[src/rtl/wb_ram_pkg.sv]
// Shared types and default widths for the two-master Wishbone RAM arbiter.
package wb_ram_pkg;

  localparam int ADR_WIDTH_DEF = 16;
  localparam int DAT_WIDTH_DEF = 16;
  localparam int MAX_BURST_DEF = 8;

  typedef enum logic [1:0] {
    IDLE = 2'd0,
    OWN0 = 2'd1,
    OWN1 = 2'd2
  } owner_t;

  typedef logic port_t;

  localparam port_t PORT0 = 1'b0;
  localparam port_t PORT1 = 1'b1;

  function automatic owner_t own_of(input port_t p);
    return p ? OWN1 : OWN0;
  endfunction

endpackage

[src/rtl/wb_ram_arbiter.sv]
// Shares one single-port sync RAM between two pipelined Wishbone masters; accept in N, ack in N+1.
// The losing master is stalled combinationally; an owner keeps at most MAX_BURST transfers under contention.
module wb_ram_arbiter
  import wb_ram_pkg::*;
#(
  parameter int ADR_WIDTH = ADR_WIDTH_DEF,
  parameter int DAT_WIDTH = DAT_WIDTH_DEF,
  parameter int MAX_BURST = MAX_BURST_DEF
) (
  input  logic                 clk,
  input  logic                 rst_n,
  input  logic                 m0_cyc,
  input  logic                 m0_stb,
  input  logic                 m0_we,
  input  logic [ADR_WIDTH-1:0] m0_adr,
  input  logic [DAT_WIDTH-1:0] m0_dat_w,
  output logic [DAT_WIDTH-1:0] m0_dat_r,
  output logic                 m0_ack,
  output logic                 m0_stall,
  input  logic                 m1_cyc,
  input  logic                 m1_stb,
  input  logic                 m1_we,
  input  logic [ADR_WIDTH-1:0] m1_adr,
  input  logic [DAT_WIDTH-1:0] m1_dat_w,
  output logic [DAT_WIDTH-1:0] m1_dat_r,
  output logic                 m1_ack,
  output logic                 m1_stall,
  output logic [ADR_WIDTH-1:0] ram_a,
  output logic [DAT_WIDTH-1:0] ram_d,
  output logic                 ram_cen,
  output logic                 ram_wen,
  input  logic [DAT_WIDTH-1:0] ram_q
);

  localparam int CW = $clog2(MAX_BURST + 1);
  localparam logic [CW-1:0] CNT_MAX = CW'(MAX_BURST);

  owner_t          owner_q, owner_d;
  port_t           last_q, last_d;
  logic [CW-1:0]   cnt_q, cnt_d;
  logic [1:0]      ack_q;
  logic            r0, r1, win0, win1, at_lim;

  assign r0     = m0_cyc & m0_stb;
  assign r1     = m1_cyc & m1_stb;
  assign at_lim = (cnt_q == CNT_MAX);

  always_comb begin
    win0    = 1'b0;
    win1    = 1'b0;
    owner_d = owner_q;
    cnt_d   = cnt_q;
    last_d  = last_q;

    // A live owner keeps the RAM until its burst limit is hit under contention.
    if (owner_q == OWN0 && m0_cyc) begin
      if (at_lim && r1) win1 = 1'b1;
      else if (r0)      win0 = 1'b1;
    end else if (owner_q == OWN1 && m1_cyc) begin
      if (at_lim && r0) win0 = 1'b1;
      else if (r1)      win1 = 1'b1;
    end else if (r0 && r1) begin
      if (last_q == PORT1) win0 = 1'b1;
      else                 win1 = 1'b1;
    end else begin
      win0 = r0;
      win1 = r1;
    end

    if (win0 | win1) begin
      last_d = win1;
      if (owner_q != own_of(win1)) begin
        owner_d = own_of(win1);
        cnt_d   = CW'(1);
      end else if (!at_lim) begin
        cnt_d = cnt_q + 1'b1;
      end
    end else if ((owner_q == OWN0 && !m0_cyc) || (owner_q == OWN1 && !m1_cyc)) begin
      owner_d = IDLE;
      cnt_d   = '0;
    end
  end

  always_ff @(posedge clk or negedge rst_n) begin
    if (!rst_n) begin
      owner_q <= IDLE;
      last_q  <= PORT1;
      cnt_q   <= '0;
      ack_q   <= '0;
    end else begin
      owner_q <= owner_d;
      last_q  <= last_d;
      cnt_q   <= cnt_d;
      ack_q   <= {win1, win0};
    end
  end

  assign ram_cen  = win0 | win1;
  assign ram_wen  = (win0 & m0_we) | (win1 & m1_we);
  assign ram_a    = win1 ? m1_adr : m0_adr;
  assign ram_d    = win1 ? m1_dat_w : m0_dat_w;

  // Gating with cyc makes an abort drop the ack that was already in flight.
  assign m0_ack   = ack_q[0] & m0_cyc;
  assign m1_ack   = ack_q[1] & m1_cyc;
  assign m0_stall = r0 & ~win0;
  assign m1_stall = r1 & ~win1;
  assign m0_dat_r = ram_q;
  assign m1_dat_r = ram_q;

endmodule
[config.mk]
export PLATFORM = sky130hd
export DESIGN_NAME = wb_ram_arbiter
export DESIGN_NICKNAME = d
export VERILOG_FILES = /design/src/rtl/wb_ram_pkg.sv /design/src/rtl/wb_ram_arbiter.sv
export SDC_FILE = /design/constraint.sdc
export NUM_CORES = 1
export LEC_CHECK = 0
export CELL_PAD_IN_SITES_DETAIL_PLACEMENT = 1
export CELL_PAD_IN_SITES_GLOBAL_PLACEMENT = 1
export CORE_MARGIN = 2
export CORE_UTILIZATION = 16
export DETAILED_ROUTE_END_ITERATION = 16
export PLACE_DENSITY = 0.81
export SLEW_MARGIN = 20
export SYNTH_ARGS = -nofsm -noshare
export SYNTH_HDL_FRONTEND = slang
export SYNTH_SLANG_ARGS = --single-unit
[constraint.sdc]
create_clock -name clk -period 2.3 [get_ports clk]
set_input_delay 0.345 -clock clk [delete_from_list [all_inputs] [get_ports clk]]
set_output_delay 0.345 -clock clk [all_outputs]
set_load 0.01 [all_outputs]
# After elaboration in Yosys (flattened, before gate mapping)

Index checks and enable logic that the tools add are counted.

Register bits after elaboration: 9
Input port bits: 88
Output and inout port bits: 70
Logic and storage cells: 60

$add $sub $neg: 1
Eq/ne operators: 6
Multiplexer cells: 24
Bitwise operators: 12
Reduce and logical (&&, ||, !) cells: 13

Operators with widths:

| cell                                                   | number |
|---|---|
| 2-to-1 mux 16 bit                                      | 2 |
| 2-to-1 mux 4 bit                                       | 4 |
| 2-to-1 mux 1 bit                                       | 14 |
| bitwise AND 1 bit                                      | 8 |
| 2-to-1 mux 2 bit                                       | 4 |
| logical AND 1 bit                                      | 7 |
| adder 4 x 1 -> 4 bit (second input constant)           | 1 |
| equality test 4 bit (second input constant)            | 1 |
| AND reduction 2 bit                                    | 2 |
| inequality test 3 x 2 -> 1 bit (second input constant) | 1 |
| equality test 2 x 1 -> 1 bit (second input constant)   | 1 |
| equality test 2 bit (second input constant)            | 1 |
| logical NOT 1 bit                                      | 2 |
| inequality test 2 x 1 -> 1 bit (second input constant) | 1 |
| inequality test 2 bit                                  | 1 |
| NOT 1 bit                                              | 2 |
| bitwise OR 1 bit                                       | 2 |
| nonzero test 2 bit                                     | 1 |
| logical OR 1 bit                                       | 1 |

# Depth between registers and ports, before layout

Depth after elaboration: 9
Gate-level depth with buffers: 9
Depth with buffers taken out: 7

# Worst setup path after synthesis

Ideal clock, no wire load.

Path kind: reg2out
From: reg cnt_q[0]
To: out ram_a[10]
Data arrival time: 1,950 ps
Required time: 1,955 ps
Path slack: 5 ps
Stages on the path, launching flop included: 9
Buffers on the path: 2
Cells stage by stage: dfrtp_1 > inv_1 > ha_1 > nand3b_1 > buf_6 > a31o_4 > a31oi_4 > buf_12 > mux2_4

Longest elaborated chain between the ends: 6
Elaborated cells on any way between the ends: 8
Those cells by class: eq/ne (1); mux (5); reduce/logical (2)

Ends and longest elaborated chain:

| what                     | line                  | RTL |
|---|---|---|
| start: declaration       | wb_ram_arbiter.sv:40  | `logic [CW-1:0] cnt_q, cnt_d;` |
| start signal: assignment | wb_ram_arbiter.sv:93  | `cnt_q <= cnt_d;` |
| equality test 4 bit (*)  | wb_ram_arbiter.sv:46  | `assign at_lim = (cnt_q == CNT_MAX);` |
| logical AND 1 bit        | wb_ram_arbiter.sv:60  | `if (at_lim && r0) win0 = 1'b1;` |
| 2-to-1 mux 1 bit         | wb_ram_arbiter.sv:60  |  |
| 2-to-1 mux 1 bit         | wb_ram_arbiter.sv:59  | `end else if (owner_q == OWN1 && m1_cyc) begin` |
| 2-to-1 mux 1 bit (*)     | wb_ram_arbiter.sv:56  | `if (owner_q == OWN0 && m0_cyc) begin` |
| 2-to-1 mux 16 bit (*)    | wb_ram_arbiter.sv:100 | `assign ram_a = win1 ? m1_adr : m0_adr;` |
| end: declaration         | wb_ram_arbiter.sv:28  | `output logic [ADR_WIDTH-1:0] ram_a,` |

Mark *: on every way between the ends. The rest lies on a longest branch, timed or not.

# Worst setup path after layout

From: reg cnt_q[0]
To: out ram_d[8]

Longest elaborated chain between the ends: 6
Elaborated cells on any way between the ends: 8
Those cells by class: eq/ne (1); mux (5); reduce/logical (2)

Ends and longest elaborated chain:

| what                    | line                  | RTL |
|---|---|---|
| equality test 4 bit (*) | wb_ram_arbiter.sv:46  |  |
| logical AND 1 bit       | wb_ram_arbiter.sv:60  |  |
| 2-to-1 mux 1 bit        | wb_ram_arbiter.sv:60  |  |
| 2-to-1 mux 1 bit        | wb_ram_arbiter.sv:59  |  |
| 2-to-1 mux 1 bit (*)    | wb_ram_arbiter.sv:56  |  |
| 2-to-1 mux 16 bit (*)   | wb_ram_arbiter.sv:101 | `assign ram_d = win1 ? m1_dat_w : m0_dat_w;` |
| end: declaration        | wb_ram_arbiter.sv:29  | `output logic [DAT_WIDTH-1:0] ram_d,` |

Marks and branches as above.

==> results.sh <==
export IMPL_layout_commonest_cell="clkdlybuf4s50_1"
export IMPL_maxSlewViolCount=0
export IMPL_finalCritPeriodShare_pct=117
export IMPL_start_kind="register"
export IMPL_fin_crit_ns=2.69
export IMPL_port_buffer_count=109
export IMPL_dpl_cell_count=348
export IMPL_required_ns=1.96
export IMPL_cts_hold_buf=0
export IMPL_violations="setup timing"
export IMPL_wl_um=6370
export IMPL_die_w_um=97.5
export IMPL_grt_ovfl_total=0
export IMPL_dr_pass1_iters=4
export IMPL_path_max_fanout=7
export IMPL_cts_sinks=9
export IMPL_synth_seq_cells=9
export IMPL_coreArea_um2=8590
export IMPL_vias=1535
export IMPL_synth_nets=231
export IMPL_ant_nets=0
export IMPL_r2r_start="cnt_q[0]$_DFFE_PN0P_"
export IMPL_globalplace_congestion=0.911
export IMPL_synth_area_um2=1400
export IMPL_drive_gt1_share_pct=52.8
export IMPL_reg2reg_to="cnt_q[3]$_DFFE_PN0P_"
export IMPL_n_antenna_cell=0
export IMPL_cp_arrival_ns=2.35
export IMPL_synthCells=141
export IMPL_cts_path_max_buffers=2
export IMPL_fill_cells=962
export IMPL_yosysSeqAreaShare_pct=16.2
export IMPL_hold_viol=0
export IMPL_cap_violations=0
export IMPL_cts_root_buffer="clkbuf_8"
export IMPL_syn_to_final_growth_pct=118
export IMPL_grt_max_degree=10
export IMPL_die_h_um=97.5
export IMPL_nets=360
export IMPL_avgSynthCellArea_um2=9.91
export IMPL_yosysUniqueCellTypes=39
export IMPL_tightest_slew_ns=0.603
export IMPL_drt_iter0_drc=8
export IMPL_vdd_ir_drop_max_mv=0.430
export IMPL_grt_pass1_wl_um=9790
export IMPL_tritoncts="built"
export IMPL_crit_path_end="ram_d[8]"
export IMPL_initial_core_util_pct=16.3
export IMPL_grt_pass1_vias=1698
export IMPL_max_freq_mhz=372
export IMPL_ff2ff_setup_slack_ns=-0.17
export IMPL_dp_hpwl_um=4520
export IMPL_ios=158
export IMPL_outcome="finished, violations left"
export IMPL_hold_class="in -> async"
export IMPL_core_rowCount=34
export IMPL_pre_cts_ws_ns=-0.684
export IMPL_design_die_area_um2=9500
export IMPL_setup_ws_ns=-0.391
export IMPL_path_class="reg -> out"
export IMPL_layout_cells_non_filler=377
export IMPL_r2r_cells=11
export IMPL_h_tree_depth=1
export IMPL_via_per_inst=4.07
export IMPL_yosys_warnings=0
export IMPL_setup_viol=40
export IMPL_antenna_found_initial=0
export IMPL_routedWlPerCell_um=16.9
export IMPL_rsz0062_at_grt="yes"
export IMPL_endpoint_kind="output port"
export IMPL_clock_latency_ns=0.24
export IMPL_startpoint="cnt_q[0]$_DFFE_PN0P_"
export IMPL_clk_pin_slew_ns=0.05
export IMPL_power_density_nw_per_um2=546
export IMPL_drc=0
export IMPL_grt_usage_pct=13.0
export IMPL_p_leak_nw=1.37
export IMPL_relSlewSlack_pct=59.6
export IMPL_skew_ns=0.00415
export IMPL_mostFrequentLayoutCells="clkdlybuf4s50_1, buf_6, buf_4, mux2_4, dfrtp_1"
export IMPL_cts_made_buffers=3
-- layout make-up --
type                       instances  area, um2  share of cell area (%)
timing repair buffer             163       1680                    55.3
multi-input combinational         85        923                    30.4
sequential                         9        226                    7.45
tap                              108        135                    4.44
clock buffer                       4       45.0                    1.48
inverter                           8       30.0                   0.988
-- kinds of logic (layout without fill, tap and decap cells) --
family,count (synthesis),after routing,share of synthesized area (%)
AO/OA/AOI/OAI,27,27,14.7
XOR/XNOR,1,1,0.627
multiplexers,33,33,33.2
flip-flops,9,9,16.2
AND/OR/NAND/NOR,22,22,8.42
buffers and inverters,47,175,25.1
adder cells (fa/ha/maj),2,2,1.79
-- critical path, stage by stage (launching register included) --
cell	delay (ns)
dfrtp_1	0.38
inv_2	0.09
ha_4	0.14
nand3b_1	0.17
a31o_4	0.29
a31oi_4	0.21
buf_6	0.17
buf_16	0.14
buf_8	0.11
mux2_4	0.29
buf_6	0.12
-- Yosys cell counts (all sizes together) --
cell	count	area [um2]
ha	2	25.0
a22oi	1	7.51
nand3	3	15.0
clkbuf	2	8.75
nor2b	2	12.5
o32a	1	10.0
a31oi	2	27.5
o22ai	1	6.26
a21o	3	22.5
o31ai	1	7.51
dfstp	1	26.3
a21oi	5	25.0
xor2	1	8.76
mux2i	1	10.0
nand2b	1	6.26
and3	1	6.26
a31o	1	17.5
o21ai	7	35.0
nand4	1	6.26
nor2	5	18.8
a211oi	1	12.5
mux2	32	454
a22o	2	17.5
o2111ai	1	8.76
nand2	3	11.3
buf	37	312
nand3b	3	22.5
dfrtp	8	200
o21bai	1	7.51
and2	3	18.8
inv	8	30.0
-- registers in the layout (all words and copies together) (netlist names) --
register / count
owner_q: 2
cnt_q: 4
ack_q: 2
last_q: 1
-- power by group --
group,leakage (nW),switching (mW),internal [mW]
Sequential,0.115,0.0411,0.206
Combinational,1.23,0.464,0.756
Clock,0.0228,0.0701,0.121
-- timing repair --
| item | 4_1_cts | 5_1_grt |
|---|---|---|
| gates resized for setup | 214 | 10 |
| pin swaps | 10 | 10 |
| gates cloned | 4 | 0 |
| buffers inserted | 22 | 4 |
| endpoints found under the setup margin | 36 | 42 |
-- metrics by stage --
| stage | utilization, % | area, um2 | hold WS, ns | power, mW | TNS [ns] |
|---|---|---|---|---|---|
| 4_1_cts | 34.9 | 3000 | 0.451 | 1.62 | -8.78 |
| 3_5_place_dp | 29.5 | 2530 | 0.519 | 1.17 | -22.54 |
| 6_report | 35.4 | 3040 | 0.429 | 1.66 | -11.75 |
| 2_1_floorplan | - | 1400 | 0.0494 | 0.723 | 0 |
| 3_3_place_gp | 29.5 | 2530 | 0.511 | 1.14 | -18.94 |
| 5_1_grt | 35.4 | 3040 | 0.481 | 1.77 | -15.37 |
-- metal layers --
metal  vias to the layer above  global-route usage [%]  wire (um)
li1                        722                       -          -
met2                        80                    25.1       3510
met4                         0                    1.28          0
met3                         0                    3.09        434
met5                         -                       0          0
met1                       733                    14.9       2430
-- worst min path at each step --
stage	end	slack (ns)
2_1_floorplan	ack_q[0]$_DFF_PN0_	0.05
3_3_place_gp	last_q$_DFFE_PN1P_	0.51
3_5_place_dp	last_q$_DFFE_PN1P_	0.52
4_1_cts	ack_q[1]$_DFF_PN0_	0.45
5_1_grt	ack_q[0]$_DFF_PN0_	0.48
6_report	cnt_q[0]$_DFFE_PN0P_	0.43
Note: power is estimated with default switching activity, not from simulation.
